[config.mk]
export PLATFORM = sky130hd
export DESIGN_NAME = mem_arbiter
export DESIGN_NICKNAME = d
export VERILOG_FILES = /design/src/rtl/mem_arb_pkg.sv /design/src/rtl/mem_arbiter_starve_counter.sv /design/src/rtl/mem_arbiter.sv
export SDC_FILE = /design/constraint.sdc
export NUM_CORES = 1
export LEC_CHECK = 0
export CORE_MARGIN = 2
export CORE_UTILIZATION = 35
export DETAILED_ROUTE_END_ITERATION = 12
export PLACE_DENSITY = 0.71
export SYNTH_ARGS = -nofsm -noshare
export SYNTH_HDL_FRONTEND = slang
export SYNTH_SLANG_ARGS = --single-unit
[constraint.sdc]
create_clock -name clk -period 2.3 [get_ports clk]
set_clock_uncertainty 0.05 [all_clocks]
set_input_delay 0.345 -clock clk [delete_from_list [all_inputs] [get_ports clk]]
set_output_delay 0.345 -clock clk [all_outputs]
set_load 0.005 [all_outputs]
[src/rtl/mem_arb_pkg.sv]
// Shared definitions for the instruction/data memory arbiter: FSM and owner
// encodings, the default starvation limit and the arbitration rule.
package mem_arb_pkg;

  typedef enum logic [1:0] {
    ST_IDLE  = 2'd0,
    ST_ISSUE = 2'd1,
    ST_WAIT  = 2'd2,
    ST_RESP  = 2'd3
  } arb_state_e;

  typedef enum logic {
    OWN_I = 1'b0,
    OWN_D = 1'b1
  } owner_e;

  localparam int STARVE_LIMIT_DEFAULT = 4;

  // Data side wins a collision unless fetch has been starved to the limit.
  function automatic owner_e arb_pick(input logic i_req, input logic d_req,
                                      input logic starved);
    if (i_req && (!d_req || starved)) return OWN_I;
    return OWN_D;
  endfunction

  // Counter width able to hold 0..limit (at least one bit).
  function automatic int cnt_width(input int limit);
    return (limit < 1) ? 1 : $clog2(limit + 1);
  endfunction

endpackage

[src/rtl/mem_arbiter_starve_counter.sv]
// Saturating count of data grants taken while fetch was waiting; sat_out
// tells the arbiter that fetch must win the next collision.
module starve_counter
  import mem_arb_pkg::*;
#(
  parameter int LIMIT = STARVE_LIMIT_DEFAULT
) (
  input  logic clk,
  input  logic rst,
  input  logic inc,
  input  logic clr,
  output logic sat_out
);

  localparam int              CW      = cnt_width(LIMIT);
  localparam logic [CW-1:0]   LIMIT_V = CW'(LIMIT);

  logic [CW-1:0] cnt_q, cnt_d;

  // NOTE: cnt_d is given its hold value before any branch so no path leaves it unassigned (no latch).
  always_comb begin
    cnt_d = cnt_q;
    if (clr) begin
      cnt_d = '0;
    end else if (inc && (cnt_q != LIMIT_V)) begin
      cnt_d = cnt_q + 1'b1;
    end
  end

  // NOTE: registers use <= so every flop samples pre-edge values regardless of block order.
  always_ff @(posedge clk) begin
    if (rst) cnt_q <= '0;
    else     cnt_q <= cnt_d;
  end

  assign sat_out = (cnt_q == LIMIT_V);

endmodule

[src/rtl/mem_arbiter.sv]
// Two-port (fetch / data) arbiter in front of a single-port memory. One
// transaction at a time: IDLE -> ISSUE -> WAIT -> RESP -> IDLE.
module mem_arbiter
  import mem_arb_pkg::*;
#(
  parameter int ADDR_W       = 16,
  parameter int DATA_W       = 16,
  parameter int STARVE_LIMIT = STARVE_LIMIT_DEFAULT
) (
  input  logic              clk,
  input  logic              rst,
  input  logic              i_req,
  input  logic [ADDR_W-1:0] i_addr,
  output logic [DATA_W-1:0] i_rdata,
  output logic              i_done,
  output logic              i_stall,
  input  logic              d_req,
  input  logic              d_we,
  input  logic [ADDR_W-1:0] d_addr,
  input  logic [DATA_W-1:0] d_wdata,
  output logic [DATA_W-1:0] d_rdata,
  output logic              d_done,
  output logic              d_stall,
  output logic              mem_en,
  output logic              mem_wr,
  output logic [ADDR_W-1:0] mem_addr,
  output logic [DATA_W-1:0] mem_wdata,
  input  logic [DATA_W-1:0] mem_rdata,
  input  logic              mem_valid
);

  arb_state_e        state_q, state_d;
  owner_e            owner_q, owner_d;
  logic [ADDR_W-1:0] addr_q, addr_d;
  logic [DATA_W-1:0] wdata_q, wdata_d;
  logic              we_q, we_d;
  logic [DATA_W-1:0] i_rdata_q, i_rdata_d;
  logic [DATA_W-1:0] d_rdata_q, d_rdata_d;

  logic   starved;
  logic   grant_any;
  logic   cnt_inc;
  logic   cnt_clr;
  owner_e pick;

  // Requests are only looked at in IDLE; a grant there starts a transaction.
  assign grant_any = (state_q == ST_IDLE) && (i_req || d_req);
  assign pick      = arb_pick(i_req, d_req, starved);
  assign cnt_clr   = grant_any && (pick == OWN_I);
  assign cnt_inc   = grant_any && (pick == OWN_D) && i_req;

  starve_counter #(
    .LIMIT (STARVE_LIMIT)
  ) u_starve (
    .clk     (clk),
    .rst     (rst),
    .inc     (cnt_inc),
    .clr     (cnt_clr),
    .sat_out (starved)
  );

  always_comb begin
    state_d   = state_q;
    owner_d   = owner_q;
    addr_d    = addr_q;
    wdata_d   = wdata_q;
    we_d      = we_q;
    i_rdata_d = i_rdata_q;
    d_rdata_d = d_rdata_q;

    case (state_q)
      ST_IDLE: begin
        if (grant_any) begin
          state_d = ST_ISSUE;
          owner_d = pick;
          if (pick == OWN_D) begin
            addr_d  = d_addr;
            wdata_d = d_wdata;
            we_d    = d_we;
          end else begin
            addr_d  = i_addr;
            wdata_d = '0;
            we_d    = 1'b0;
          end
        end
      end

      // Completion may arrive as early as the issue cycle itself.
      ST_ISSUE, ST_WAIT: begin
        if (state_q == ST_ISSUE) state_d = ST_WAIT;
        if (mem_valid) begin
          state_d = ST_RESP;
          if (owner_q == OWN_D) d_rdata_d = mem_rdata;
          else                  i_rdata_d = mem_rdata;
        end
      end

      ST_RESP: state_d = ST_IDLE;

      default: state_d = ST_IDLE;
    endcase
  end

  always_ff @(posedge clk) begin
    if (rst) begin
      state_q   <= ST_IDLE;
      owner_q   <= OWN_I;
      addr_q    <= '0;
      wdata_q   <= '0;
      we_q      <= 1'b0;
      i_rdata_q <= '0;
      d_rdata_q <= '0;
    end else begin
      state_q   <= state_d;
      owner_q   <= owner_d;
      addr_q    <= addr_d;
      wdata_q   <= wdata_d;
      we_q      <= we_d;
      i_rdata_q <= i_rdata_d;
      d_rdata_q <= d_rdata_d;
    end
  end

  assign mem_en    = (state_q == ST_ISSUE);
  assign mem_wr    = we_q;
  assign mem_addr  = addr_q;
  assign mem_wdata = wdata_q;

  assign i_done  = (state_q == ST_RESP) && (owner_q == OWN_I);
  assign d_done  = (state_q == ST_RESP) && (owner_q == OWN_D);
  assign i_rdata = i_rdata_q;
  assign d_rdata = d_rdata_q;

  // Stalls are purely combinational so they stay meaningful through reset.
  assign i_stall = i_req && !i_done;
  assign d_stall = d_req && !d_done;

endmodule

==> results.md <==
Die:
- The count of boundary I/O pins is 140.
- After floorplanning, the core was divided into 32 placement rows.
- The die footprint is 8630 µm².
- The vertical die dimension is 92.9 µm.
- In this run the standard cell core region covers 7690 µm².
- The starting density of the core is 36.0%.
- The die is 92.9 µm wide.

STA:
- The post-layout minimum cycle time is 2050 ps.
- The fmax is 488 MHz.
- After layout, the worst setup slack is 249 ps.
- The number of max-slew violations in the final report is 0.
- The transition time at the pin with the least slew margin is 599 ps.
- The final-layout worst hold slack is 403 ps.
- Of the available clock period, the critical path in the final layout requires 89.2%.
- Setup repair after global routing left no endpoint under its margin.
- The worst slew margin relative to its limit is 60.1%.
- Summed over all failing endpoints, the final setup total negative slack is 0 ps.
- The total count of hold-check failures in the final report is 0.
- The count of endpoints failing setup in the final report is 0.

Synth:
- When the netlist entered floorplanning its net count stood at 399.
- The netlist area before placement is 2770 µm².
- The count of warnings emitted by yosys is 0.
- The synthesized instance count is 324.
- The number of flip-flops and latches in the synthesized netlist is 71.
- In this run the mean area of a mapped cell was 8.53 µm².
- The share of the synthesized area in the top cell type is 51.4%.
- The prevailing post-synth register cell is dfxtp_1.
- The synthesized design spends more area on one cell type than any other, namely dfxtp_1.
- The number of unique standard cell types used by synthesis is 28.
- Of all flip-flops after synthesis, the portion carrying an async set or reset was 0%.
- The number of synthesized flops with an enable pin is 0.
- The sequential element share of the synthesized area is 51.4%.
- After synthesis, the cell types taking the most area are dfxtp_1 51%, a32oi_1 10%, a21oi_1 9.2%.

Finish:
- The library cell used most frequently in the layout, excluding fill and tap cells, is clkdlybuf4s50_1.
- Of the cells placed in the final design, the portion with a size suffix greater than 1 is 6.29%.
- At the end of the flow, the number of nets in the layout was 531.
- The top cell types in the final layout, fill and taps aside, are 138 x clkdlybuf4s50_1, 71 x dfxtp_1, 67 x nand2_1.
- The synthesis-to-finish area growth is 63.4%.
- With fillers left out, the area of the finished cells amounts to 4520 µm².
- The number of antenna diodes in the final layout is 0.

Critical path:
- The critical path startpoint category is a flip-flop.
- Traced cell by cell, the critical path runs through ha_1 > and2_1 > nor2b_1 > clkdlybuf4s50_1.
- The slowest stage of the critical path is the clkdlybuf4s50_1 cell.
- The setup path with the least slack is of type flip-flop to output port.
- The worst register-to-register path begins at u_starve.cnt_q[0].
- The total number of cells along the worst setup path is 4.
- The largest delay contributor family on the critical path is buffers and inverters.
- Together, buffers and inverters on the worst path number 1.
- The depth of the worst register-to-register path is 5.
- The endpoint of the worst register-to-register path is u_starve.cnt_q[1].
- The critical path startpoint is state_q[0].
- Across all register-to-register paths, the minimum setup slack is 510 ps.
- STA puts the critical path data arrival time at 1660 ps.
- The largest incremental delay on the critical path is 500 ps.
- The kind of end point of the critical path is an output port.
- The worst path required time is 1900 ps.
- The biggest fanout along the worst timing path is 4.
- Following the worst setup path forward leads to its endpoint at d_stall.

Job:
- Across the run, the number of max-cap violations was 0.

Clock network:
- The hold buffer count at CTS is 0.
- Buffers inserted during clock tree synthesis total 9.
- The H-tree was split into 3 levels.
- Buffers added to address setup during post-CTS repair amount to 0.
- The root buffer selected by CTS is clkbuf_8.
- Clock-pin slew was measured on the worst setup and hold paths at 70 ps.
- The buffer depth of the longest clock path is 2.
- The post-CTS resize count is 0.
- Clock tree synthesis found a total of 71 sinks.
- The clock latency on the worst-skew pair is 320 ps.
- The TritonCTS clock tree is built.

Place:
- The congestion estimate from routability-driven global placement came to 0.752.
- The area after detailed placement is 4250 µm².
- The placed wire-length estimate is 5.74 mm.
- The pre-CTS worst setup slack is 209 ps.
- In this run the tool buffered the top-level ports with 139 buffer cells.

Pwr:
- VDD sags by at most 0.000459 V.
- The analysis attributes to cell leakage a power of 0.00160 µW.
- The power per unit of standard cell area is 982 nW/µm².

Routing:
- After detailed routing, the number of remaining DRC violations is 0.
- For this block, the initial DRC count from the detailed router was 116.
- Summed over all layers, the routed wires come to 8.25 mm.
- The average vias per placed instance is 5.12.
- The via count of the routed design is 2882.
- The detail route stage leaves a number of antenna-violating nets equal to 0.
- The wire length per cell after detailed routing is 14.7 µm.
- The number of iterations in the first detailed-routing pass is 4.

Global route:
- The initial antenna violation count is 0.
- Summed over all layers, the global routing overflow is 0.
- The number of global-route vias before repair was 2857.
- Entering global routing, the biggest net connects 35 pins.
- For this run, the total global-route usage over all layers was measured as 18.9%.
- The wire length of the first global-routing pass is 13.2 mm.

Status:
- The run finished with clean final reports.

Hold path:
- The worst hold path class is flip-flop to flip-flop.
==> per-stage QoR <==
step	power [µW]	util (%)	std cells
3_3_place_gp	3110	55.3	547
5_1_grt	4710	58.8	563
3_5_place_dp	3150	55.3	547
4_1_cts	4470	58.8	563
2_1_floorplan	2370	-	324
6_report	4440	58.8	563
==> power breakdown <==
group	internal, µW	leakage [µW]	switching [µW]
Combinational	820	0.000891	734
Clock	863	0.000134	453
Sequential	1450	0.000579	124
Total	3130	0.00160	1310
==> Yosys cell counts (2+ instances only) <==
cell type / n
dfxtp_1: 71
a32oi_1: 33
inv_1: 5
nor3b_1: 3
buf_2: 9
clkbuf_1: 18
nor2_1: 18
o21ai_0: 2
ha_1: 5
a21oi_1: 51
and2_1: 4
nand3_1: 18
nand2_1: 67
nor2b_1: 4
nor3_1: 3
==> how the worst min path moves through the flow <==
stage,depth (start not counted),to,start
after floorplan,2,u_starve.cnt_q[1],u_starve.cnt_q[1]
after global placement,2,d_rdata[8],d_rdata[8]
after detailed placement,2,d_rdata[13],d_rdata[13]
after CTS,2,i_rdata[1],i_rdata[1]
after global routing,2,i_rdata[1],i_rdata[1]
final,2,i_rdata[1],i_rdata[1]
==> worst register-to-register path: cells and delay by family, from the launching register on <==
kind            cells  cell delay (ps)
compound gates      2              570
flops               1              370
buf+inv             1               60
fa+ha+maj           1              230
simple gates        1              440
==> sequential cells by signal (all words and copies together) (netlist names) <==
| name | cells |
|---|---|
| owner_q | 1 |
| mem_wdata | 16 |
| d_rdata | 16 |
| i_rdata | 16 |
| mem_addr | 16 |
| u_starve.cnt_q | 3 |
| state_q | 2 |
| mem_wr | 1 |
==> kinds of logic after synthesis <==
kind of cell             synth area share (%)
AO/OA/AOI/OAI                            21.1
buffers and inverters                    5.34
AND/OR/NAND/NOR                          19.5
adder cells (fa/ha/maj)                  2.26
flip-flops                               51.4
XOR/XNOR                                0.317
==> final cells by class <==
cell class | instances | area, µm²
clock buffers | 11 | 141
clock inverters | 5 | 129
fillers | 699 | 3170
inverters | 5 | 18.8
multi-input cells | 219 | 1200
flip-flops and latches | 71 | 1420
well taps | 102 | 128
repair buffers | 150 | 1480
==> per-layer routing <==
metal	part of all wire, %	up-vias	global-route usage [%]
met3	8.7	10	6.43
met1	42	1361	22.4
met2	48	109	31.8
li1	-	1402	-
met4	1.4	0	6.37
met5	0	-	0
No activity file was read; power rests on OpenSTA's default activity.
